[config.mk]
export PLATFORM = sky130hd
export DESIGN_NAME = aes_feed_sched
export DESIGN_NICKNAME = d
export VERILOG_FILES = /design/src/rtl/aes_pkg.sv /design/src/rtl/aes_feed_sched.sv
export SDC_FILE = /design/constraint.sdc
export NUM_CORES = 1
export LEC_CHECK = 0
export ABC_CLOCK_PERIOD_IN_PS = 4600
export BUFFER_PORTS_ARGS = -buffer_cell sky130_fd_sc_hd__buf_4
export CAP_MARGIN = 20
export CELL_PAD_IN_SITES_DETAIL_PLACEMENT = 1
export CELL_PAD_IN_SITES_GLOBAL_PLACEMENT = 2
export CORE_MARGIN = 2
export CORE_UTILIZATION = 30
export CTS_BUF_LIST = sky130_fd_sc_hd__clkbuf_8
export DETAILED_ROUTE_END_ITERATION = 8
export PLACE_DENSITY = 0.73
export SYNTH_ARGS = -nofsm -noshare
export SYNTH_HDL_FRONTEND = slang
export SYNTH_SLANG_ARGS = --single-unit
[constraint.sdc]
create_clock -name clk_i -period 4.6 [get_ports clk_i]
set_input_delay 0.46 -clock clk_i [delete_from_list [all_inputs] [get_ports clk_i]]
set_output_delay 0.46 -clock clk_i [all_outputs]
set_load 0.02 [all_outputs]
[src/rtl/aes_pkg.sv]
// Shared definitions for the AES feed scheduler: mux select encoding and FSM states.
package aes_pkg;

  localparam logic [1:0] SEL_KEY  = 2'd0;
  localparam logic [1:0] SEL_IV   = 2'd1;
  localparam logic [1:0] SEL_CT   = 2'd2;
  localparam logic [1:0] SEL_NONE = 2'd3;

  typedef enum logic [2:0] {
    ST_IDLE,
    ST_KEY,
    ST_IV,
    ST_CHAIN,
    ST_DRAIN
  } aes_feed_state_e;

endpackage

[src/rtl/aes_feed_sched.sv]
// Steers the AES share mux through key, IV and per-block chaining sources for a job.
// Optional macro AES_CBC_CHAIN_EN: CHAIN feeds back ciphertext instead of a fresh IV per block.
module aes_feed_sched
  import aes_pkg::*;
#(
  parameter int unsigned SHARES = 3,
  parameter int unsigned NBLK_W = 16
) (
  input  logic              clk_i,
  input  logic              rst_ni,
  input  logic              start_i,
  input  logic [NBLK_W-1:0] nblk_i,
  input  logic              abort_i,
  input  logic              wvalid_i,
  input  logic              ivalid_i,
  input  logic              cvalid_i,
  input  logic              dst_ready_i,
  output logic [1:0]        sel_o,
  output logic              busy_o,
  output logic              done_o,
  output logic [NBLK_W-1:0] blk_cnt_o
);

  if (SHARES < 1) begin : g_bad_shares
    $error("aes_feed_sched: SHARES must be at least 1");
  end

  aes_feed_state_e   state_q, state_d;
  logic [NBLK_W-1:0] cnt_q, cnt_d;
  logic [NBLK_W-1:0] nblk_q, nblk_d;
  logic              done_q, done_d;

  logic [1:0] chain_sel;
  logic       chain_valid;

`ifdef AES_CBC_CHAIN_EN
  assign chain_sel   = SEL_CT;
  assign chain_valid = cvalid_i;
`else
  assign chain_sel   = SEL_IV;
  assign chain_valid = ivalid_i;
`endif

  always_comb begin
    state_d = state_q;
    cnt_d   = cnt_q;
    nblk_d  = nblk_q;
    done_d  = 1'b0;
    sel_o   = SEL_NONE;

    unique case (state_q)
      ST_IDLE: begin
        sel_o = SEL_NONE;
        if (start_i) begin
          if (nblk_i == '0) begin
            done_d = 1'b1;
          end else begin
            nblk_d  = nblk_i;
            cnt_d   = '0;
            state_d = ST_KEY;
          end
        end
      end
      ST_KEY: begin
        sel_o = SEL_KEY;
        if (wvalid_i && dst_ready_i) state_d = ST_IV;
      end
      ST_IV: begin
        sel_o = SEL_IV;
        if (ivalid_i && dst_ready_i) begin
          cnt_d   = cnt_q + NBLK_W'(1);
          state_d = (nblk_q == NBLK_W'(1)) ? ST_DRAIN : ST_CHAIN;
        end
      end
      ST_CHAIN: begin
        sel_o = chain_sel;
        if (chain_valid && dst_ready_i) begin
          cnt_d = cnt_q + NBLK_W'(1);
          if (cnt_d == nblk_q) state_d = ST_DRAIN;
        end
      end
      ST_DRAIN: begin
        // Last ciphertext is consumed regardless of the core's ready.
        sel_o = SEL_CT;
        if (cvalid_i) begin
          done_d  = 1'b1;
          state_d = ST_IDLE;
        end
      end
      default: begin
        sel_o   = SEL_NONE;
        state_d = ST_IDLE;
      end
    endcase

    if (abort_i) begin
      state_d = ST_IDLE;
      done_d  = 1'b0;
      cnt_d   = cnt_q;
      nblk_d  = nblk_q;
    end
  end

  always_ff @(posedge clk_i) begin
    if (!rst_ni) begin
      state_q <= ST_IDLE;
      cnt_q   <= '0;
      nblk_q  <= '0;
      done_q  <= 1'b0;
    end else begin
      state_q <= state_d;
      cnt_q   <= cnt_d;
      nblk_q  <= nblk_d;
      done_q  <= done_d;
    end
  end

  assign busy_o    = (state_q != ST_IDLE);
  assign done_o    = done_q;
  assign blk_cnt_o = cnt_q;

endmodule

# Word-level counts from Yosys, hierarchy flattened
# Index checks and enable logic that the tools add are counted.
[totals]
register_bits = 36
latch_bits = 0
ramBits = 0
romBits = 0
output_inout_bits = 20
wordCells = 51
n_memories = 0
[op_classes]
n_addsub = 1
n_mul = 0
n_div = 0
magnitude_cmp = 0
eq_ne = 14
shift = 0
n_mux = 18
bitwise_logic = 3
reduce_logical = 11
[op_table]
columns = ["operator", "count"]
rows = [
  ["$mux W16", 3],
  ["$pmux W16 S2", 1],
  ["$mux W3", 8],
  ["$add A16 B1 Y16 const B", 1],
  ["$eq A16 B1 Y1 const B", 1],
  ["$eq A16 B16 Y1", 1],
  ["$logic_not A16 Y1", 1],
  ["$pmux W3 S5", 1],
  ["$ne A2 B2 Y1 const B", 7],
  ["$reduce_and A7 Y1", 1],
  ["$eq A3 B2 Y1 const B", 2],
  ["$pmux W2 S3", 1],
  ["$reduce_and A5 Y1", 1],
  ["$reduce_and A4 Y1", 1],
  ["$reduce_or A2 Y1", 2],
  ["$eq A3 B1 Y1 const B", 1],
  ["$eq A3 B3 Y1 const B", 1],
  ["$logic_not A3 Y1", 1],
  ["$mux W1", 3],
  ["$not A1 Y1", 3],
  ["$reduce_bool A3 Y1", 1],
  ["$logic_and A1 B1 Y1", 2],
  ["$ne A2 B1 Y1 const B", 1],
  ["$pmux W1 S2", 1],
  ["$reduce_bool A2 Y1", 1],
]

# Depth between registers and ports, before layout
# Gate-level depths: netlist (run 1).
[logic_depth]
word_depth = 5
mapped_depth = 8
depth_no_buf = 7

# Worst setup path before layout (run 1)
# OpenSTA, ideal clock, no wires.
[synth_timing]
kind = "reg2reg"
startpoint = "register cnt_q[0] (netlist: blk_cnt_o[0])"
endpoint = "register state_q[2]"
t_arrival_ps = 2207
required_time_ps = 4539
slack_ps = 2332
path_stages_with_launch = 8
n_path_buf = 0
period_less_slack_ps = 2268
path_cell_list = "dfxtp_1 ha_1 and3_2 nand2b_4 o41ai_1 o211ai_1 o41ai_2 o221a_1"
[synth_via]
elab_chain_cells = 4
[synth_lines]
columns = ["item", "line_no", "rtl"]
rows = [
  ["start, declared", "aes_feed_sched.sv:29", "logic [NBLK_W-1:0] cnt_q, cnt_d;"],
  ["start signal, assigned", "aes_feed_sched.sv:112", "cnt_q <= cnt_d;"],
  ["$add A16 B1 Y16", "aes_feed_sched.sv:78", "cnt_d = cnt_q + NBLK_W'(1);"],
  ["$eq A16 B16 Y1", "aes_feed_sched.sv:79", "if (cnt_d == nblk_q) state_d = ST_DRAIN;"],
  ["$ne A2 B2 Y1 (no line)", "-", ""],
  ["$reduce_and A7 Y1 (no line)", "-", ""],
  ["end signal, assigned", "aes_feed_sched.sv:111", "state_q <= state_d;"],
  ["end, declared", "aes_feed_sched.sv:28", "aes_feed_state_e state_q, state_d;"],
]
# Every way passes these cells.
# A chain may end at the register's enable or synchronous reset.

# Final worst setup path (run 1)
# Same ends and word-level chain as after synthesis.

==> reports/qor.txt, run 1 <==
status = finished, final reports clean
Main synth FF type = dfxtp_1
Post-CTS Setup Bufs = 0
RSZ-0062 raised after global routing = no
mean post-synth cell area = 8.47 sq um
ANT nets after route = 0
Worst R2R Path Depth = 7
post-synthesis cell type count = 55
CP Capture Type = flip-flop
Vert. Die Dim = 92.3 microns
final hold violations = 0
IO Port Bufs = 43
Post-Place Cells = 405
first-pass GRT wire length = 11500 microns
final worst path period share = 0.579
largest net degree at the start of global routing = 34
Synth Register Bits = 36
Util after Layout = 0.368
share of cells above drive strength 1 = 0.206
Worst Max-Slew Pin Slew = 0.735 ns
number of remaining DRC errors = 0
Max Buffers Root-to-Sink = 2
FMAX = 376 MHz
fin cells = 412
Seq/Total Area, Yosys = 0.308
Hold Crit Depth = 3
final-layout fill cell count = 891
Worst Skew = 0.00258 ns
gr ovfl total = 0
CP startpoint kind = flip-flop
Slew headroom = 0.510
Layout area overhead = 20.3%
routed vias = 2175
Ports = 44
# clock sinks = 36
crit path max fanout = 8
Num CTS Buffers = 5
Clock Latency Late Sink = 0.29 ns
power per cell area = 255 mW/mm^2
Post-synth ARST share = 0
worst min-delay path category = in2reg
post-DP HPWL = 5260 microns
hold buffer count at cts = 0
number of diodes = 0
LEAKAGE = 1.05 nW
Setup CP Type = reg2reg
Setup Total Neg Slack = 0 ns
Die Width = 92.3 microns
yosys warns = 0
Synth area leader = dfxtp_1
sequential cell area = 721 sq um
Total GRT Usage = 0.172
max-cap violations = 0
Synth Net Count = 301
Root Driver = clkbuf_8
die area = 0.00852 sq mm
number of global-route vias before repair = 2140
post-synth top area share = 0.308
Total Wirelength = 6950 microns
number of DRC markers in iteration 0 = 115
Starting Density = 0.306
WP data arrival = 2.90 ns
cts repair resizes = 0
cells after synthesis = 276
Pins Over Slew Limit = 0
final worst path period need = 2.66 ns
H-tree depth = 2
Netlist Area Pre-Place = 0.00234 sq mm
final net count = 335
setup violators final = 0
DR WL/cell = 16.9 microns
row cnt = 32
TritonCTS clock tree = done
Final GP Congestion = 0.741
Initial DRT Pass Iterations = 4
Vias/cell = 5.28
Clk pin slew, worst setup/hold paths = 0.08 ns
core area = 0.00765 sq mm
Post-synth EDFFs = 0
area of the multi-input gates = 0.00153 sq mm
top post-synthesis cells by area = dfxtp_1 (31%), mux2i_1 (7.7%), nor2b_1 (5.6%)
peak supply drop = 0.0968 mV
initial antenna violation count = 0
data required time of the critical path = 4.84 ns
power by group:
group / leakage, nW / switching [W] / internal, W
sequential: 0.292 / 0.0000167 / 0.000321
clock: 0.0503 / 0.000121 / 0.000134
combinational: 0.709 / 0.0000634 / 0.0000605
flip-flops by register name, summed over array words and instances, names as in the netlist:
signal / cells
blk_cnt_o: 16
state_q: 3
done_o: 1
nblk_q: 16
metrics by stage:
| step | setup WS, ns | total power, W | cell area [sq um] | hold WS [ns] |
|---|---|---|---|---|
| floorplan | 2.33 | 0.000423 | 2340 | 0.516 |
| global placement | 1.90 | 0.000470 | 2720 | 0.538 |
| detailed placement | 1.89 | 0.000471 | 2720 | 0.534 |
| CTS | 1.87 | 0.000725 | 2810 | 0.434 |
| global route | 1.74 | 0.000755 | 2810 | 0.440 |
| finish | 1.94 | 0.000717 | 2810 | 0.433 |
routing by layer:
metal / share of wire / global-route usage / vias to the layer above
met2: 0.44 / 0.261 / 48
met4: 0.0088 / 0.0373 / 0
li1: - / - / 1075
met3: 0.036 / 0.0277 / 7
met1: 0.51 / 0.257 / 1045
met5: 0 / 0 / -
final cells by class:
| cell class | instances | share of cell area |
|---|---|---|
| sequential | 36 | 0.256 |
| multi-input combinational | 220 | 0.543 |
| clock buffer | 7 | 0.0343 |
| tap | 102 | 0.0454 |
| timing repair buffer | 44 | 0.117 |
| inverter | 3 | 0.00400 |
path summary, 6_finish.rpt:
path	startpoint	to	slack, ns
max	blk_cnt_o[0]	state_q[2]	1.94
min reg2reg	nblk_q[11]	nblk_q[11]	0.56
min	nblk_i[2]	nblk_q[2]	0.43
max reg2reg	blk_cnt_o[0]	state_q[2]	1.94
critical path, stage by stage (launching register included):
cell and delay [ns]:
dfxtp_1 0.51, ha_1 0.34, nand3_1 0.28, nor3_1 0.40, o211a_1 0.22, o211ai_1 0.15, o41ai_2 0.47, o221a_1 0.23
placed cells by master (no fill, tap or decap), types with 3 or more instances in the layout:
cell,count
nor2_1,18
a21boi_1,4
a31oi_1,4
xnor2_1,12
inv_1,3
nand4_1,6
o21ai_0,19
buf_4,44
a21boi_0,3
and3_1,4
nor4_1,10
nand2_1,12
a21oi_1,8
nor3b_1,3
nor3_1,9
o31ai_1,3
and2_1,8
mux2i_1,18
dfxtp_1,36
o41ai_1,3
nand3_1,5
clkbuf_8,7
xor2_1,11
nor2b_1,21
cells by family after synthesis:
kind of cell,count (synthesis),share of synthesized area
multiplexers,18,0.0770
adder cells (fa/ha/maj),1,0.00535
XOR/XNOR,23,0.0861
AND/OR/NAND/NOR,117,0.293
AO/OA/AOI/OAI,61,0.188
buffers and inverters,20,0.0417
flip-flops,36,0.308
synthesized netlist by cell type (all sizes together) (3+ instances only):
master	instances
o211ai	3
and3	5
nor2b	21
nand4	6
a21boi	7
a31oi	4
nor3	9
nand3	6
nor3b	3
nand2	12
xor2	11
nor2	18
a21oi	8
buf	10
mux2i	18
or2	3
nor4	10
o21ai	20
dfxtp	36
clkbuf	7
inv	3
o31ai	4
and2	8
nand2b	4
o41ai	4
xnor2	12
(Power assumes the default switching activity.)
==> run 2, diff against run 1 <==
--- a/config.mk
+++ b/config.mk
@@ -5,16 +5,17 @@
 export SDC_FILE = /design/constraint.sdc
 export NUM_CORES = 1
 export LEC_CHECK = 0
-export ABC_CLOCK_PERIOD_IN_PS = 4600
+export ABC_AREA = 1
+export ABC_CLOCK_PERIOD_IN_PS = 2200
 export BUFFER_PORTS_ARGS = -buffer_cell sky130_fd_sc_hd__buf_4
 export CAP_MARGIN = 20
 export CELL_PAD_IN_SITES_DETAIL_PLACEMENT = 1
 export CELL_PAD_IN_SITES_GLOBAL_PLACEMENT = 2
 export CORE_MARGIN = 2
-export CORE_UTILIZATION = 30
+export CORE_UTILIZATION = 28
 export CTS_BUF_LIST = sky130_fd_sc_hd__clkbuf_8
 export DETAILED_ROUTE_END_ITERATION = 8
-export PLACE_DENSITY = 0.73
+export PLACE_DENSITY = 0.78
 export SYNTH_ARGS = -nofsm -noshare
 export SYNTH_HDL_FRONTEND = slang
 export SYNTH_SLANG_ARGS = --single-unit
==> constraint.sdc (replaced) <==
create_clock -name clk_i -period 2.2 [get_ports clk_i]
set_input_delay 0.22 -clock clk_i [delete_from_list [all_inputs] [get_ports clk_i]]
set_output_delay 0.22 -clock clk_i [all_outputs]
set_load 0.02 [all_outputs]
==> run 2 against run 1 <==
  * Core utilization down 1.1 points
  * Critical path depth increased by 7
  * Largest cell class unchanged
  * Hold slack worse by 0.24 ns
==> reports/qor.txt, run 2 <==
status = finished, final reports clean
gr ovfl total = 0 (unchanged)
Hold WS = 0.190 ns (-0.243 ns)
top post-synthesis cells by count = nand2_1 (80), nor2_1 (46), inv_1 (40), dfxtp_1 (36), nand3_1 (33)
post-DP HPWL = 5930 microns (+13%)
first-pass GRT wire length = 12000 microns (+4.1%)
Slowest cell on crit path = dfxtp_4
Crit path top cell by count = nand2_1
Worst path top cell family by delay = simple AND/OR/NAND/NOR gates
CP startpoint kind = flip-flop
Die Width = 95.3 microns (+3.3%)
final worst path period share = 0.891 (+0.312)
WHS Endpoint = nblk_q[1]
Netlist Area Pre-Place = 0.00234 sq mm (-0.11%)
Slew headroom = 0.740 (+0.230)
most frequent cells in the layout = nand2_1 (80), buf_4 (49), nor2_1 (45)
# clock sinks = 36 (unchanged)
Synth Net Count = 383 (+27%)
routed vias = 2427 (+12%)
critical path depth = 14 (+7)
Worst Max-Slew Pin Slew = 0.386 ns (-0.349 ns)
setup violators final = 0 (unchanged)
core area = 0.00813 sq mm (+6.4%)
Initial DRT Pass Iterations = 4 (unchanged)
crit path max fanout = 6 (-2)
Worst R2R Path Depth = 14 (+7)
yosys warns = 0 (unchanged)
mean post-synth cell area = 6.53 sq um (-23%)
number of global-route vias before repair = 2332 (+9.0%)
peak supply drop = 0.211 mV (+120%)
critical path, cell by cell = ha_2, nand2_2, nor2_4, nand3_1, nand2_1, nand2_1, nand2_1, nand2_1, nor2_2, nand3_2, nor2_2, nor2_2, nor2_1, nor2_1
top post-synthesis cells by area = dfxtp_1 (31%), nand2_1 (13%), nor2_1 (7.4%)
r2r setup slk = 0.24 ns (-1.70 ns)
switch share = 0.389 (+0.108)
Total Power = 0.00207 W (+190%)
Post-CTS Setup Bufs = 0 (unchanged)
Vert. Die Dim = 95.3 microns (+3.3%)
count leader, synth = nand2_1
DP Area = 0.00279 sq mm (+2.9%)
Clk pin slew, worst setup/hold paths = 0.08 ns (about the same)
TritonCTS clock tree = done
Setup CP Type = reg2reg
IO Port Bufs = 43 (unchanged)
number of DRC markers in iteration 0 = 99 (-14%)
Pins Over Slew Limit = 0 (unchanged)
final worst path period need = 1.96 ns (-0.701 ns)
H-tree depth = 2 (unchanged)
die area = 0.00909 sq mm (+6.7%)
worst min-delay path category = in2reg
post-synth top area share = 0.309 (+0.000330)
Clock Latency Late Sink = 0.30 ns (about the same)
Ports = 44 (unchanged)
CP peak stage delay = 0.37 ns (-0.14 ns)
Post-synth ARST share = 0 (unchanged)
Vias/cell = 4.75 (-10%)
Clk network pwr share = 0.254 (-0.102)
Hold Startpoint = nblk_i[1]
most common cell after layout, fill and taps aside = nand2_1
Util after Layout = 0.357 (-0.0111)
Num CTS Buffers = 5 (unchanged)
DR WL/cell = 14.5 microns (-14%)
Comb power frac = 0.351 (+0.178)
Setup Total Neg Slack = 0 ns (unchanged)
Synth area leader = dfxtp_1
data required time of the critical path = 2.40 ns (-2.44 ns)
row cnt = 33 (+3.1%)
Reg2Reg Capture Point = state_q[0]
final net count = 430 (+28%)
largest net degree at the start of global routing = 30 (-12%)
number of diodes = 0 (unchanged)
RSZ-0062 raised after global routing = no
Max Buffers Root-to-Sink = 2 (unchanged)
LEAKAGE = 1.25 nW (+18%)
Hold Crit Depth = 3 (unchanged)
post-synthesis cell type count = 31 (-44%)
FMAX = 510 MHz (+36%)
Post-synth EDFFs = 0 (unchanged)
Final Cell Area = 0.00290 sq mm (+3.2%)
Root Driver = clkbuf_8
power per cell area = 712 mW/mm^2 (+180%)
Starting Density = 0.287 (-0.0186)
Worst Setup SP = blk_cnt_o[1]
Final GP Congestion = 0.804 (+8.5%)
max-cap violations = 0 (unchanged)
Switch Pwr = 0.000804 W (+300%)
share of cells above drive strength 1 = 0.227 (+0.0201)
ANT nets after route = 0 (unchanged)
initial antenna violation count = 0 (unchanged)
CP Buf/Inv Count = 0 (unchanged)
Int Power = 0.00126 W (+140%)
Synth Register Bits = 36 (unchanged)
CP Capture Type = flip-flop
Layout area overhead = 24.2%
cells after synthesis = 358 (+30%)
Total Wirelength = 7390 microns (+6.3%)
worst flop-to-flop path startpoint = blk_cnt_o[1]
final hold violations = 0 (unchanged)
Seq/Total Area, Yosys = 0.309 (+0.000330)
Worst Skew = 0.0105 ns (+0.00795 ns)
register share of total power = 0.395 (-0.077)
number of remaining DRC errors = 0 (unchanged)
WP data arrival = 2.16 ns (-0.74 ns)
Main synth FF type = dfxtp_1
Total GRT Usage = 0.173 (+0.000835)
-- run 2: tightest hold or removal path, delay by kind of cell --
kind	cells	cell delay, ns
simple gates	1	0.08
compound gates	1	0.07
buf+inv	1	0.08
-- run 2: worst max path at each step --
stage / end / slack, ns
2_1_floorplan: state_q[1] / 0.27
3_3_place_gp: state_q[1] / 0.19
3_5_place_dp: state_q[1] / 0.15
4_1_cts: state_q[0] / 0.13
5_1_grt: state_q[2] / 0.007
6_report: state_q[0] / 0.24
-- run 2: power by group through the flow --
stage / sequential (W) / clock [W] / combinational, W
after floorplan: 0.000845 / 0 / 0.000448
after global placement: 0.000830 / 0 / 0.000722
after detailed placement: 0.000832 / 0 / 0.000728
after CTS: 0.000817 / 0.000546 / 0.000731
after global routing: 0.000827 / 0.000575 / 0.000822
final: 0.000816 / 0.000525 / 0.000725
-- run 2: layout make-up --
| type | instances | area, sq um |
|---|---|---|
| fill | 1068 | 5230 |
| multi-input combinational | 271 | 1420 |
| sequential | 36 | 726 |
| timing repair buffer | 49 | 368 |
| inverter | 42 | 158 |
| tap | 105 | 131 |
| clock buffer | 6 | 82.6 |
| clock inverter | 2 | 15.0 |
-- run 2: cell families after synthesis --
family / Yosys count / synth area share
buffers and inverters: 51 / 0.0852
flip-flops: 36 / 0.309
AO/OA/AOI/OAI: 63 / 0.156
XOR/XNOR: 8 / 0.0482
AND/OR/NAND/NOR: 199 / 0.397
adder cells (fa/ha/maj): 1 / 0.00536
-- run 2: per-stage QoR --
| step | instances | setup slack [ns] |
|---|---|---|
| after global routing | 511 | 0.00705 |
| final | 511 | 0.240 |
| after global placement | 503 | 0.187 |
| after detailed placement | 503 | 0.155 |
| after CTS | 511 | 0.133 |
| after floorplan | 358 | 0.269 |
-- run 2: what timing repair did --
item / CTS / global route
hold buffers: 0 / 0
endpoints found under the setup margin: 0 / 3
gates resized for setup: 0 / 5
-- run 2: layer usage --
layer,wire (microns),vias to the layer above,share of wire,global-route usage
li1,-,1275,-,-
met1,3870,1108,0.52,0.252
met2,3180,39,0.43,0.271
met3,267,5,0.036,0.0213
met4,70,0,0.0095,0.0399
met5,0,-,0,0
